### src/rtl/acs_select_update.sv
// Compare-select-update stage for a 4-state (K=3) Viterbi decoder.
// Picks the surviving predecessor per state, emits decision bits, keeps the
// normalised path metrics and sequences frames (IDLE / RUN / HALT).

module acs_select_update #(
  parameter int FRAME_LEN   = 64,
  parameter int NORM_THRESH = 8,
  parameter int INIT_BIAS   = 7
) (
  input  logic       clk,
  input  logic       reset,
  input  logic       start,
  input  logic       in_valid,
  input  logic [4:0] p0_0,
  input  logic [4:0] p2_0,
  input  logic [4:0] p0_1,
  input  logic [4:0] p2_1,
  input  logic [4:0] p1_2,
  input  logic [4:0] p3_2,
  input  logic [4:0] p1_3,
  input  logic [4:0] p3_3,
  input  logic       error,
  output logic [4:0] m_out0,
  output logic [4:0] m_out1,
  output logic [4:0] m_out2,
  output logic [4:0] m_out3,
  output logic [3:0] dec,
  output logic       dec_valid,
  output logic       norm_event,
  output logic [7:0] step_cnt,
  output logic       frame_done,
  output logic       err_flag,
  output logic       busy
);

  typedef enum logic [1:0] {
    ST_IDLE = 2'b00,
    ST_RUN  = 2'b01,
    ST_HALT = 2'b10
  } state_t;

  localparam logic [7:0] FRAME_LEN_C = 8'(FRAME_LEN);
  localparam logic [4:0] NORM_C      = 5'(NORM_THRESH);
  localparam logic [4:0] BIAS_C      = 5'(INIT_BIAS);

  state_t     state_r;
  state_t     state_nxt_s;

  logic [4:0] sel0_s, sel1_s, sel2_s, sel3_s;
  logic [3:0] dec_sel_s;
  logic [4:0] min_sel_s;
  logic       norm_s;
  logic [7:0] step_inc_s;

  logic [4:0] m0_nxt_s, m1_nxt_s, m2_nxt_s, m3_nxt_s;
  logic [3:0] dec_nxt_s;
  logic       dec_valid_nxt_s;
  logic       norm_nxt_s;
  logic [7:0] step_nxt_s;
  logic       frame_done_nxt_s;
  logic       err_nxt_s;

  // Smaller of two 5-bit unsigned metrics.
  function automatic logic [4:0] min5(input logic [4:0] a, input logic [4:0] b);
    min5 = (b < a) ? b : a;
  endfunction

  // Per-state survivor select; ties keep the lower-numbered predecessor.
  always_comb begin
    dec_sel_s[0] = (p2_0 < p0_0);
    dec_sel_s[1] = (p2_1 < p0_1);
    dec_sel_s[2] = (p3_2 < p1_2);
    dec_sel_s[3] = (p3_3 < p1_3);
    sel0_s       = min5(p0_0, p2_0);
    sel1_s       = min5(p0_1, p2_1);
    sel2_s       = min5(p1_2, p3_2);
    sel3_s       = min5(p1_3, p3_3);
    min_sel_s    = min5(min5(sel0_s, sel1_s), min5(sel2_s, sel3_s));
    norm_s       = (min_sel_s >= NORM_C);
    step_inc_s   = step_cnt + 8'd1;
  end

  // Next-state and next-output logic; everything holds unless a rule fires.
  always_comb begin
    state_nxt_s      = state_r;
    m0_nxt_s         = m_out0;
    m1_nxt_s         = m_out1;
    m2_nxt_s         = m_out2;
    m3_nxt_s         = m_out3;
    dec_nxt_s        = dec;
    dec_valid_nxt_s  = 1'b0;
    norm_nxt_s       = 1'b0;
    step_nxt_s       = step_cnt;
    frame_done_nxt_s = 1'b0;
    err_nxt_s        = err_flag;
    if (start) begin
      m0_nxt_s    = 5'd0;
      m1_nxt_s    = BIAS_C;
      m2_nxt_s    = BIAS_C;
      m3_nxt_s    = BIAS_C;
      step_nxt_s  = 8'd0;
      err_nxt_s   = 1'b0;
      state_nxt_s = ST_RUN;
    end else begin
      case (state_r)
        ST_RUN: begin
          if (in_valid) begin
            if (error) begin
              err_nxt_s   = 1'b1;
              state_nxt_s = ST_HALT;
            end else begin
              if (norm_s) begin
                m0_nxt_s = sel0_s - NORM_C;
                m1_nxt_s = sel1_s - NORM_C;
                m2_nxt_s = sel2_s - NORM_C;
                m3_nxt_s = sel3_s - NORM_C;
              end else begin
                m0_nxt_s = sel0_s;
                m1_nxt_s = sel1_s;
                m2_nxt_s = sel2_s;
                m3_nxt_s = sel3_s;
              end
              norm_nxt_s      = norm_s;
              dec_nxt_s       = dec_sel_s;
              dec_valid_nxt_s = 1'b1;
              step_nxt_s      = step_inc_s;
              if (step_inc_s == FRAME_LEN_C) begin
                frame_done_nxt_s = 1'b1;
                state_nxt_s      = ST_IDLE;
              end else begin
                state_nxt_s = ST_RUN;
              end
            end
          end else begin
            state_nxt_s = ST_RUN;
          end
        end
        ST_IDLE: state_nxt_s = ST_IDLE;
        ST_HALT: state_nxt_s = ST_HALT;
        default: state_nxt_s = ST_IDLE;
      endcase
    end
  end

  // State and output registers with synchronous reset.
  always_ff @(posedge clk) begin
    if (reset) begin
      state_r    <= ST_IDLE;
      m_out0     <= 5'd0;
      m_out1     <= BIAS_C;
      m_out2     <= BIAS_C;
      m_out3     <= BIAS_C;
      dec        <= 4'd0;
      dec_valid  <= 1'b0;
      norm_event <= 1'b0;
      step_cnt   <= 8'd0;
      frame_done <= 1'b0;
      err_flag   <= 1'b0;
      busy       <= 1'b0;
    end else begin
      state_r    <= state_nxt_s;
      m_out0     <= m0_nxt_s;
      m_out1     <= m1_nxt_s;
      m_out2     <= m2_nxt_s;
      m_out3     <= m3_nxt_s;
      dec        <= dec_nxt_s;
      dec_valid  <= dec_valid_nxt_s;
      norm_event <= norm_nxt_s;
      step_cnt   <= step_nxt_s;
      frame_done <= frame_done_nxt_s;
      err_flag   <= err_nxt_s;
      busy       <= (state_nxt_s == ST_RUN);
    end
  end

  acs_select_update_chk #(
    .FRAME_LEN   (FRAME_LEN),
    .NORM_THRESH (NORM_THRESH)
  ) u_chk (
    .clk        (clk),
    .reset      (reset),
    .dec_valid  (dec_valid),
    .norm_event (norm_event),
    .frame_done (frame_done)
  );

endmodule

// Parameter range checks and pulse-relationship properties.
module acs_select_update_chk #(
  parameter int FRAME_LEN   = 64,
  parameter int NORM_THRESH = 8
) (
  input logic clk,
  input logic reset,
  input logic dec_valid,
  input logic norm_event,
  input logic frame_done
);

  // step_cnt is 8 bits wide, so the frame must fit in it.
  if ((FRAME_LEN < 1) || (FRAME_LEN > 255)) begin : g_frame_len_bad
    $error("FRAME_LEN must be in 1..255");
  end

  // Threshold doubles as a 5-bit subtrahend.
  if ((NORM_THRESH < 1) || (NORM_THRESH > 15)) begin : g_norm_bad
    $error("NORM_THRESH must be in 1..15");
  end

  a_norm_with_dec : assert property (@(posedge clk) disable iff (reset)
    norm_event |-> dec_valid);

  a_done_with_dec : assert property (@(posedge clk) disable iff (reset)
    frame_done |-> dec_valid);

endmodule

### config.mk
export PLATFORM = sky130hd
export DESIGN_NAME = acs_select_update
export DESIGN_NICKNAME = d
export VERILOG_FILES = /design/src/rtl/acs_select_update.sv
export SDC_FILE = /design/constraint.sdc
export NUM_CORES = 1
export LEC_CHECK = 0
export CORE_MARGIN = 2
export CORE_UTILIZATION = 40
export DETAILED_ROUTE_END_ITERATION = 10
export DONT_BUFFER_PORTS = 1
export GPL_TIMING_DRIVEN = 0
export PLACE_DENSITY = 0.5
export SYNTH_ARGS = -nofsm -noshare
export SYNTH_HDL_FRONTEND = slang
export SYNTH_HIERARCHICAL = 1
export SYNTH_SLANG_ARGS = --single-unit
### constraint.sdc
create_clock -name clk -period 7.3 [get_ports clk]
set_clock_uncertainty 0.15 [all_clocks]
set_input_delay 1.095 -clock clk [delete_from_list [all_inputs] [get_ports clk]]
set_output_delay 1.095 -clock clk [all_outputs]
set_load 0.02 [all_outputs]
==> summary.txt, run 1 <==
Placed design
  • Placed cell area: 2917 µm²
  • Gp weighted congestion: 0.7537
  • Dpl cells: 439
  • DP HPWL: between 5000 and 6000 µm
  • IO buf count: 0

Synth
  • Most area-hungry cell type in the Yosys netlist: dfxtp_1
  • Fraction of registers with async set/reset: 0%
  • Synth Instances: approximately 340
  • Post-synthesis simple-gate area fraction: 17.54%
  • Flops & latches, synth: 39
  • Most frequent cell after synthesis: nand2_1
  • Syn_nets: around 420
  • XOR/XNOR Fraction of Synth Area: under 10%
  • YS warnings: 6
  • Post-synth top cells: nand2_1 (43), dfxtp_1 (39), inv_1 (31), ha_1 (30), nor2_1 (28)
  • Compound-cell area share of the yosys netlist: roughly a quarter
  • EDFF count, synth: 0
  • Sequential area share after synthesis: roughly 28%
  • Synth top area cells: dfxtp_1 (28%), ha_1 (13%), mux2i_1 (6.8%)
  • Post-synth top area share: approximately 28%
  • Number of library cell types mapped by synthesis: 47
  • Cell Area, Synth: 2796 µm²
  • Largest family of logic cells by synthesized area: compound AO/OA/AOI/OAI gates
  • Syn avg cell area: 8.153 µm²
  • Top FF cell, synth: dfxtp_1
  • Synth Area in Adders: 13.42%
  • Post-synthesis mux area share: 8.098%

STA
  • Setup total negative slack: 0 ns
  • Tmin final: 6.138 ns
  • Worst slew pin tran: 0.7826 ns
  • Slew Limit Fails: 0
  • Fmax: ~160 MHz
  • Final period util: 84.08%
  • RSZ-0062 raised after global routing: false
  • Slew HR: 47.64%
  • # setup viols final: 0
  • Hold Vio Cnt, Final: 0

GRT
  • Largest net degree at the start of global routing: 12
  • Initial antenna violation count: 0
  • First-pass GRT wire length: between 10000 and 15000 µm
  • Tot GR Track Use: a little under a fifth
  • Grt total ovfl: 0
  • Number of global-route vias before repair: 2308

Finish
  • Final core utilization: approximately 44%
  • Layout Cells excl Fill: ~450
  • Area Overhead vs Synth: 7.204%
  • Post-route design area: 2998 µm²
  • ANT cells: 0
  • Final net count: 425
  • Share of cells above drive strength 1: 5.983%
  • Fill count: 731

Clocking
  • CTS tree: built
  • Root Buffer: clkbuf_8
  • Resize count post-CTS: 0
  • Worst-path clk slew: 0.08 ns
  • Clock sink count: 39
  • H-tree depth: 2
  • Num CTS Buffers: 5
  • Worst skew pair latency: 0.30 ns
  • Cts hold-fix bufs: 0
  • Post-CTS setup buffer count: 0
  • Max clock buf depth: 2

Setup path
  • CP required: 7.36 ns
  • Worst-path fanout max: 9
  • Worst path arrival time: 6.20 ns
  • Critical Path, Cell by Cell: inv_1 > ha_1 > a21oi_1 > o211ai_1 > a21oi_1 > mux2i_1 > inv_1 > ha_1 > nand2_1 > nor2_1 > a211oi_1 > o21a_1 > clkbuf_1 > mux2i_1 > ha_1 > a21o_1 > a21o_1 > a21o_1 > a21oi_1 > o2111ai_2 > o21a_4 > o311ai_2
  • Slowest cell on the critical path: a21oi_1
  • Crit. End Element: register
  • WS Path Type: primary input to register
  • CP peak stage delay: about 0.55 ns
  • Kind of cell adding the most delay to the critical path: compound AO/OA/AOI/OAI gates
  • Buf/Inv on CP: 3
  • Worst Setup Start Kind: primary input

Drt
  • Iter 0 DRT Violations: 61
  • Per-cell routed wire length: 15.78 µm
  • Vias per inst: around 5.5
  • Total number of vias: 2446
  • Routed WL: 7054 µm
  • DR DRC count: 0
  • Drt pass-1 iters: 4
  • Met1 WL: ~3200 µm
  • Top Layer Used: met4
  • Metal2 WL: 3316 µm
  • Post-route ant nets: 0
  • Met3 routed WL: 417 µm

Status
  • Outcome: finished, final reports clean

Power
  • Tot Pwr: between 0.6 and 0.7 mW
  • Static Leak: 1.301 nW
  • Peak supply drop: 0.06972 mV
  • PD cells: 202.7 nW/µm²

Floorplanning
  • Core box area: 6794 µm²
  • Row Count: 30
  • Die area: 7676 µm²
  • DIE WIDTH: 87.61 µm
  • Initial Utilization: 41.16%
  • Top-Level Pins: 82
  • Height of the die: 87.61 µm

Hold path
  • Class of the worst hold path: register to register

Job
  • Max-cap viol count: 0
[where the power goes]
part	total [mW]	leakage, nW	internal (mW)	switching (mW)
logic	0.240	0.943	0.0967	0.143
registers	0.224	0.316	0.217	0.00694
clock network	0.145	0.0422	0.0671	0.0776
total	0.608	1.30	0.380	0.227
[final timing paths]
check	start	cells past startpoint	endpoint	slack [ns]
worst min-delay path	state_r[1]$_SDFF_PP0_	2	state_r[1]$_SDFF_PP0_	0.41
worst max register to register	state_r[1]$_SDFF_PP0_	10	m_out0[4]$_SDFFE_PP0P_	4.82
worst min register to register	state_r[1]$_SDFF_PP0_	2	state_r[1]$_SDFF_PP0_	0.41
worst max-delay path	p1_3[2]	22	m_out3[4]$_SDFFE_PP0P_	1.16
[state kept, by name (all words and copies together) (netlist names)]
register    count
err_flag        1
norm_event      1
state_r         2
dec_valid       1
frame_done      1
dec             4
m_out3          5
step_cnt        8
m_out1          5
m_out0          5
m_out2          5
busy            1
[cell usage in the layout, fill, tap and decap left out, types with 10 or more instances in the layout]
cell and count:
nand2_1 43, dfxtp_1 39, inv_1 31, ha_1 30, nor2_1 28, a21oi_1 21
o211ai_1 21, mux2i_1 19, clkbuf_1 13, o21ai_0 10
[per-layer routing]
| layer | up-vias | global-route usage [%] |
|---|---|---|
| met4 | 0 | 5.175 |
| met2 | 59 | 32.23 |
| li1 | 1248 | - |
| met3 | 7 | 4.147 |
| met5 | - | 0 |
| met1 | 1132 | 24.09 |
[tightest hold or removal path: cells and delay by family, from the launching register on]
kind                       cells  cell delay, ns
adders and majority gates      1            0.14
DFF                            1            0.33
and+or+nand+nor                1            0.05
[metrics by stage]
stage	setup WS [ns]	hold slack, ns
final	1.162	0.4130
after global placement	0.8196	0.4026
after floorplan	1.639	0.3834
after CTS	1.110	0.4161
after detailed placement	0.8460	0.4077
after global routing	0.7451	0.4638
[layout make-up]
| class | instances | area (µm²) | share of cell area [%] |
|---|---|---|---|
| Clock buffer | 7 | 76.32 | 2.546 |
| Inverter | 31 | 116.4 | 3.881 |
| Sequential cell | 39 | 780.7 | 26.04 |
| Tap cell | 96 | 120.1 | 4.007 |
| Multi-Input combinational cell | 260 | 1836 | 61.23 |
| Clock inverter | 1 | 5.005 | 0.1669 |
| Buffer | 13 | 63.81 | 2.129 |
[cells by family after synthesis]
group | after synthesis
and+or+nand+nor | 108
AOI/OAI and AO/OA | 93
buffers and inverters | 44
DFF | 39
adders and majority gates | 30
muxes | 22
xor gates and xnor gates | 7
(Power assumes the default switching activity.)
==> inputs of run 2 (changes only) <==
--- a/config.mk
+++ b/config.mk
@@ -10,7 +10,7 @@
 export DETAILED_ROUTE_END_ITERATION = 10
 export DONT_BUFFER_PORTS = 1
 export GPL_TIMING_DRIVEN = 0
-export PLACE_DENSITY = 0.5
+export PLACE_DENSITY = 0.52
 export SYNTH_ARGS = -nofsm -noshare
 export SYNTH_HDL_FRONTEND = slang
 export SYNTH_HIERARCHICAL = 1
==> constraint.sdc (replaced) <==
create_clock -name clk -period 5.61 [get_ports clk]
set_clock_uncertainty 0.15 [all_clocks]
set_input_delay 0.8415 -clock clk [delete_from_list [all_inputs] [get_ports clk]]
set_output_delay 0.8415 -clock clk [all_outputs]
set_load 0.02 [all_outputs]
==> run 2 against run 1 <==
  * Flip-flop and latch count unchanged
  * Count of clock-buffer cells in the layout shrank 2
  * Combinational power rose by 33%
  * Register-to-register slack lost 1.7 ns
  * Final cell count grew 0.22%
  * First-iteration DRC count grew 11%
  * Largest cell class unchanged
==> summary.txt, run 2 (synthesis gave the netlist of run 1 again) <==
Job
  • Max-cap viol count: 0 (unchanged)

Finish
  • Share of cells above drive strength 1: 9.091% (+3.1 points)
  • Final core utilization: 45.84% (+1.7 points)
  • Final net count: 426 (+0.24%)
  • Most frequent cells in the layout: nand2_1 (43), dfxtp_1 (39), inv_1 (31), ha_1 (30), nor2_1 (27)
  • Footprint of the multi-input gates: 1886 µm² (+2.7%)
  • Seq. cell area: 780.7 µm² (unchanged)
  • Fill count: 693 (-5.2%)
  • Max FFs per register: 8 (unchanged)
  • Register with the most flip-flops: step_cnt
  • ANT cells: 0 (unchanged)
  • Most common cell after layout, fill and taps aside: nand2_1
  • Area Overhead vs Synth: 11.36%

Setup path
  • Reg-to-reg startpoint: state_r[1]$_SDFF_PP0_
  • Worst-path fanout max: 9 (unchanged)
  • Buf/Inv on CP: 2 (-1)
  • Critical Path, Cell by Cell: inv_1 > ha_1 > a21oi_1 > o211ai_1 > a21oi_4 > mux2i_2 > inv_1 > ha_1 > nand2_1 > nor2_1 > a211oi_1 > o21a_2 > mux2i_1 > ha_1 > a21o_1 > a21o_1 > a21o_1 > a21oi_1 > o2111ai_4 > o21a_4 > o311ai_2
  • Crit. End Element: register
  • CP peak stage delay: 0.39 ns (-0.16 ns)
  • WS Path Type: primary input to register
  • Crit. Startpoint: p1_3[2]
  • CP required: 5.66 ns (-1.70 ns)
  • Kind of cell adding the most delay to the critical path: compound AO/OA/AOI/OAI gates
  • Worst Setup Start Kind: primary input
  • Slowest cell on the critical path: mux2i_2
  • Worst path arrival time: 5.33 ns (-0.87 ns)

Power
  • Peak supply drop: 0.1413 mV (+100%)
  • PD cells: 286.8 nW/µm² (+41%)
  • Sequential share of power: 32.6% (-4.2 points)
  • Clock power frac: 31.7% (+7.9 points)
  • Sw power: 0.3008 mW (+32%)
  • Sw Ratio: 33.68% (-3.7 points)
  • Combinational share of power: 35.7% (-3.7 points)
  • Static Leak: 1.328 nW (+2.1%)
  • Internal: 0.5923 mW (+56%)

Hold path
  • Min-delay src: m_out0[0]$_SDFFE_PP0P_
  • Class of the worst hold path: register to register

Status
  • Outcome: finished, final reports clean

Drt
  • Post-route ant nets: 0 (unchanged)
  • Vias per inst: 5.346 (-2.3%)
  • DR DRC count: 0 (unchanged)
  • Total number of vias: 2395 (-2.1%)
  • Iter 0 DRT Violations: 68 (+11%)
  • Per-cell routed wire length: 15.04 µm (-4.7%)
  • Drt pass-1 iters: 4 (unchanged)
  • Routed WL: 6737 µm (-4.5%)

GRT
  • First-pass GRT wire length: 10690 µm (-5.1%)
  • Tot GR Track Use: 17.66% (-1.2 points)
  • Grt total ovfl: 0 (unchanged)
  • Met3 usage in global routing: 5.372% (+1.2 points)
  • Number of global-route vias before repair: 2286 (-0.95%)
  • Met1 Usage GRT: 21.35% (-2.7 points)
  • Initial antenna violation count: 0 (unchanged)
  • M2 GR Usage: 30.72% (-1.5 points)
  • Grt peak-use layer: met2
  • Largest net degree at the start of global routing: 14 (+2)

Clocking
  • Clock sink count: 39 (unchanged)
  • Num CTS Buffers: 5 (unchanged)
  • H-tree depth: 2 (unchanged)
  • CTS tree: built
  • Worst-path clk slew: 0.08 ns (about the same)
  • Max clock buf depth: 2 (unchanged)
  • Worst skew pair latency: 0.29 ns (about the same)
  • Root Buffer: clkbuf_8

Floorplanning
  • Initial Utilization: 41.16% (unchanged)
  • Height of the die: 87.61 µm (unchanged)
  • Core box area: 6794 µm² (unchanged)
  • Top-Level Pins: 82 (unchanged)
  • Row Count: 30 (unchanged)
  • Die area: 7676 µm² (unchanged)
  • DIE WIDTH: 87.61 µm (unchanged)

Placed design
  • Gp weighted congestion: 0.8297 (+10%)
  • IO buf count: 0 (unchanged)
  • DP HPWL: 5382 µm (-2.8%)
  • DP Worst Slack: -0.6347 ns (-1.481 ns)

STA
  • Slew Limit Fails: 0 (unchanged)
  • Final worst setup slack: 0.3342 ns (-0.8278 ns)
  • Worst slew pin tran: 0.7203 ns (-0.06232 ns)
  • Fmax: 189.5 MHz
  • # setup viols final: 0 (unchanged)
  • Slew HR: 51.81% (+4.2 points)
  • Setup total negative slack: 0 ns (unchanged)
  • Hold Vio Cnt, Final: 0 (unchanged)
  • RSZ-0062 raised after global routing: false
  • Tmin final: 5.276 ns
  • Final period util: 94.04%
[run 2: path summary, 6_finish.rpt]
check	to	slack, ns	depth (start not counted)
max	m_out3[4]$_SDFFE_PP0P_	0.33	21
min	m_out0[0]$_SDFFE_PP0P_	0.42	2
max reg2reg	m_out0[4]$_SDFFE_PP0P_	3.13	10
min reg2reg	m_out0[0]$_SDFFE_PP0P_	0.42	2
[run 2: cell type report]
class | count | area share, %
plain buffers | 12 | 1.928
clock buffers | 5 | 2.210
clock inverters | 3 | 2.170
inverters | 31 | 3.736
multi-input cells | 260 | 60.55
flip-flops and latches | 39 | 25.07
well taps | 96 | 3.857
repair buffers | 2 | 0.4821
[run 2: power groups by stage]
stage / clock network, mW / logic [mW] / registers, mW
after global placement: 0 / 0.309 / 0.298
after CTS: 0.290 / 0.313 / 0.291
final: 0.283 / 0.319 / 0.291
after global routing: 0.300 / 0.359 / 0.292
after detailed placement: 0 / 0.308 / 0.298
after floorplan: 0 / 0.249 / 0.297
[run 2: stage by stage]
step	total power, mW	hold WS, ns	instance area [µm²]	std cells
4_1_cts	0.8948	0.4268	3082	447
5_1_grt	0.9508	0.4451	3114	448
2_1_floorplan	0.5451	0.3834	2796	343
6_report	0.8932	0.4205	3114	448
3_5_place_dp	0.6052	0.4147	2917	439
3_3_place_gp	0.6063	0.4122	2917	439
[run 2: timing repair]
| action | CTS | global route |
|---|---|---|
| pin swaps | 0 | 1 |
| buffers inserted | 0 | 2 |
| gates resized for setup | 7 | 3 |
| endpoints found under the setup margin | 9 | 9 |
| hold buffers | 0 | 0 |
[run 2: worst register-to-register path: stages (launching register included)]
cell      delay (ns)
dfxtp_1         0.32
inv_1           0.05
ha_1            0.20
nand2_1         0.08
nor2_1          0.46
nand2_1         0.22
inv_1           0.13
clkbuf_1        0.37
nand2_1         0.15
o21a_1          0.20
o311ai_2        0.06
[run 2: metal layers]
layer / share of wire, % / wire length, µm
met5: 0 / 0
met4: 0.95 / 64
met3: 6.6 / 445
met2: 47 / 3181
met1: 45 / 3045
==> inputs of run 3 (changes only) <==
--- a/config.mk
+++ b/config.mk
@@ -5,6 +5,7 @@
 export SDC_FILE = /design/constraint.sdc
 export NUM_CORES = 1
 export LEC_CHECK = 0
+export ABC_AREA = 1
 export CORE_MARGIN = 2
 export CORE_UTILIZATION = 40
 export DETAILED_ROUTE_END_ITERATION = 10
==> run 3 against run 2 <==
  * Total power is 4.7% lower
  * Critical path type unchanged
  * Global-route usage is 0.43 points lower
  * Design area is 0.68% lower
  * Register-to-register slack better by 0.34 ns
  * Highest routed layer unchanged
  * Routed wire length is 3.7% lower
  * Maximum frequency is 4.3% higher
  * Synthesized cell count is 24% higher
  * Count of clock-buffer cells in the layout stayed put
  * Non-clock buffer count is 6 lower
  * Combinational power is 13% higher
  * Setup slack better by 0.22 ns
  * Sequential power hardly changed
==> summary.txt, run 3 <==
Drt
  • Drt pass-1 iters: 4 (unchanged)
  • DR DRC count: 0 (unchanged)
  • Per-cell routed wire length: 12.25 µm (-19%)
  • Routed WL: 6490 µm (-3.7%)
  • Iter 0 DRT Violations: 74 (+8.8%)
  • Post-route ant nets: 0 (unchanged)
  • Vias per inst: 4.738 (-11%)
  • Total number of vias: 2511 (+4.8%)

Floorplanning
  • Core box area: 6869 µm² (+1.1%)
  • Row Count: 30 (unchanged)
  • DIE WIDTH: 88.86 µm (+1.4%)
  • Die area: 7895 µm² (+2.9%)
  • Initial Utilization: 41.93% (+0.77 points)
  • Height of the die: 88.86 µm (+1.4%)
  • Top-Level Pins: 82 (unchanged)

STA
  • Hold WS: 0.4525 ns (+0.03192 ns)
  • Worst slew pin tran: 0.6695 ns (-0.05071 ns)
  • Tmin final: 5.058 ns (-0.2182 ns)
  • Hold Vio Cnt, Final: 0 (unchanged)
  • # setup viols final: 0 (unchanged)
  • Slew Limit Fails: 0 (unchanged)
  • Fmax: 197.7 MHz (+4.3%)
  • Final worst setup slack: 0.5524 ns (+0.2182 ns)
  • Setup total negative slack: 0 ns (unchanged)
  • Slew HR: 54.89% (+3.1 points)
  • Final period util: 90.15% (-3.9 points)
  • RSZ-0062 raised after global routing: false

Synth
  • Top FF cell, synth: dfxtp_1
  • Cell Area, Synth: 2880 µm² (+3.0%)
  • Synth top area cells: dfxtp_1 (27%), ha_1 (13%), nand2_1 (11%)
  • EDFF count, synth: 0 (unchanged)
  • Flops & latches, synth: 39 (unchanged)
  • Sequential area share after synthesis: 27.11% (-0.81 points)
  • Number of library cell types mapped by synthesis: 33 (-30%)
  • YS warnings: 6 (unchanged)
  • Post-synth top area share: 27.11% (-0.81 points)
  • Synth Instances: 426 (+24%)
  • Most frequent cell after synthesis: nand2_1
  • Post-synth top cells: nand2_1 (83), inv_1 (71), nor2_1 (41), dfxtp_1 (39), a21oi_1 (31)
  • Fraction of registers with async set/reset: 0% (unchanged)
  • Syn_nets: 501 (+20%)
  • Most area-hungry cell type in the Yosys netlist: dfxtp_1
  • Syn avg cell area: 6.761 µm² (-17%)

Clocking
  • Worst-path clk slew: 0.08 ns (about the same)
  • H-tree depth: 2 (unchanged)
  • Resize count post-CTS: 0 (-7)
  • Max clock buf depth: 2 (unchanged)
  • CTS tree: built
  • Cts hold-fix bufs: 0 (unchanged)
  • Root Buffer: clkbuf_8
  • Post-CTS setup buffer count: 0 (unchanged)
  • Num CTS Buffers: 5 (unchanged)
  • Clock sink count: 39 (unchanged)
  • Worst skew pair latency: 0.29 ns (about the same)

Setup path
  • Worst path arrival time: 5.10 ns (-0.23 ns)
  • Slowest cell on the critical path: o21ai_0
  • WS Path Type: primary input to register
  • Kind of cell adding the most delay to the critical path: compound AO/OA/AOI/OAI gates
  • Crit. End Element: register
  • Worst-path fanout max: 10 (+1)
  • Worst Setup Start Kind: primary input
  • Buf/Inv on CP: 6 (+4)
  • CP peak stage delay: 0.55 ns (+0.16 ns)
  • CP most frequent cell: nand2_1
  • CP required: 5.65 ns (about the same)

GRT
  • Initial antenna violation count: 0 (unchanged)
  • Tot GR Track Use: 17.23% (-0.43 points)
  • Largest net degree at the start of global routing: 15 (+1)
  • Number of global-route vias before repair: 2355 (+3.0%)
  • First-pass GRT wire length: 10670 µm (-0.13%)
  • Grt total ovfl: 0 (unchanged)

Finish
  • ANT cells: 0 (unchanged)
  • Register with the most flip-flops: step_cnt
  • Final net count: 508 (+19%)
  • Area Overhead vs Synth: 7.385%
  • Share of cells above drive strength 1: 11.06% (+2.0 points)
  • Max FFs per register: 8 (unchanged)
  • Most common cell after layout, fill and taps aside: nand2_1
  • Post-route design area: 3093 µm² (-0.68%)
  • Fill count: 742 (+7.1%)
  • Most frequent cells in the layout: nand2_1 (83), inv_1 (71), nor2_1 (41), dfxtp_1 (39), a21oi_1 (31)

Power
  • Peak supply drop: 0.09455 mV (-33%)
  • PD cells: 275.3 nW/µm² (-4.0%)
  • Tot Pwr: 0.8514 mW (-4.7%)
  • Static Leak: 1.554 nW (+17%)

Hold path
  • Class of the worst hold path: register to register

Status
  • Outcome: finished, final reports clean

Placed design
  • DP HPWL: 5431 µm (+0.91%)
  • DP Worst Slack: 0.2705 ns (+0.9052 ns)
  • IO buf count: 0 (unchanged)
  • Placed cell area: 3000 µm² (+2.9%)
  • Gp weighted congestion: 0.7618 (-8.2%)

Job
  • Max-cap viol count: 0 (unchanged)
[run 3: through the flow]
stage	std cells	util [%]
after floorplan	426	-
after CTS	530	45.03
final	530	45.03
after detailed placement	522	43.68
after global placement	522	43.68
after global routing	530	45.03
[run 3: cell type report]
cell class	count	area [µm²]	area share, %
sequential	39	780.7	25.24
tap	96	120.1	3.883
inverter	75	281.5	9.102
clock inverter	3	23.77	0.7686
multi-input combinational	304	1784	57.69
clock buffer	5	68.82	2.225
buffer	8	33.78	1.092
[run 3: power breakdown]
group          internal, mW  switching [mW]
clock                0.0890           0.109
combinational         0.122           0.239
sequential            0.282          0.0103
total                 0.493           0.358
[run 3: layer usage]
metal,vias up,track usage [%],part of all wire (%)
met3,5,4.384,5.8
met2,59,28.49,44
met1,1070,22.66,49
met5,-,0,0
met4,0,3.719,0.89
li1,1377,-,-
[run 3: worst reg2reg max path, delay by kind of cell, from the launching register on]
family          cells  cell delay [ns]
flops               1             0.51
compound gates      1             0.18
fa+ha+maj           1             0.27
simple gates        6             0.72
xor+xnor            1             0.21
[run 3: cell families after synthesis]
logic type | count (synthesis) | synth area share [%]
and+or+nand+nor | 186 | 30.67
buffers and inverters | 83 | 10.95
AOI/OAI and AO/OA | 79 | 15.51
DFF | 39 | 27.11
adders and majority gates | 30 | 13.03
xor gates and xnor gates | 9 | 2.737
[run 3: worst paths after layout]
path	depth (start not counted)	start	slack (ns)	to
setup / recovery	27	p1_2[2]	0.55	m_out3[4]$_SDFFE_PP0P_
hold / removal	1	step_cnt[0]$_SDFFE_PP0P_	0.45	step_cnt[0]$_SDFFE_PP0P_
setup reg to reg	9	step_cnt[1]$_SDFFE_PP0P_	3.47	busy$_SDFF_PP0_
hold reg to reg	1	step_cnt[0]$_SDFFE_PP0P_	0.45	step_cnt[0]$_SDFFE_PP0P_
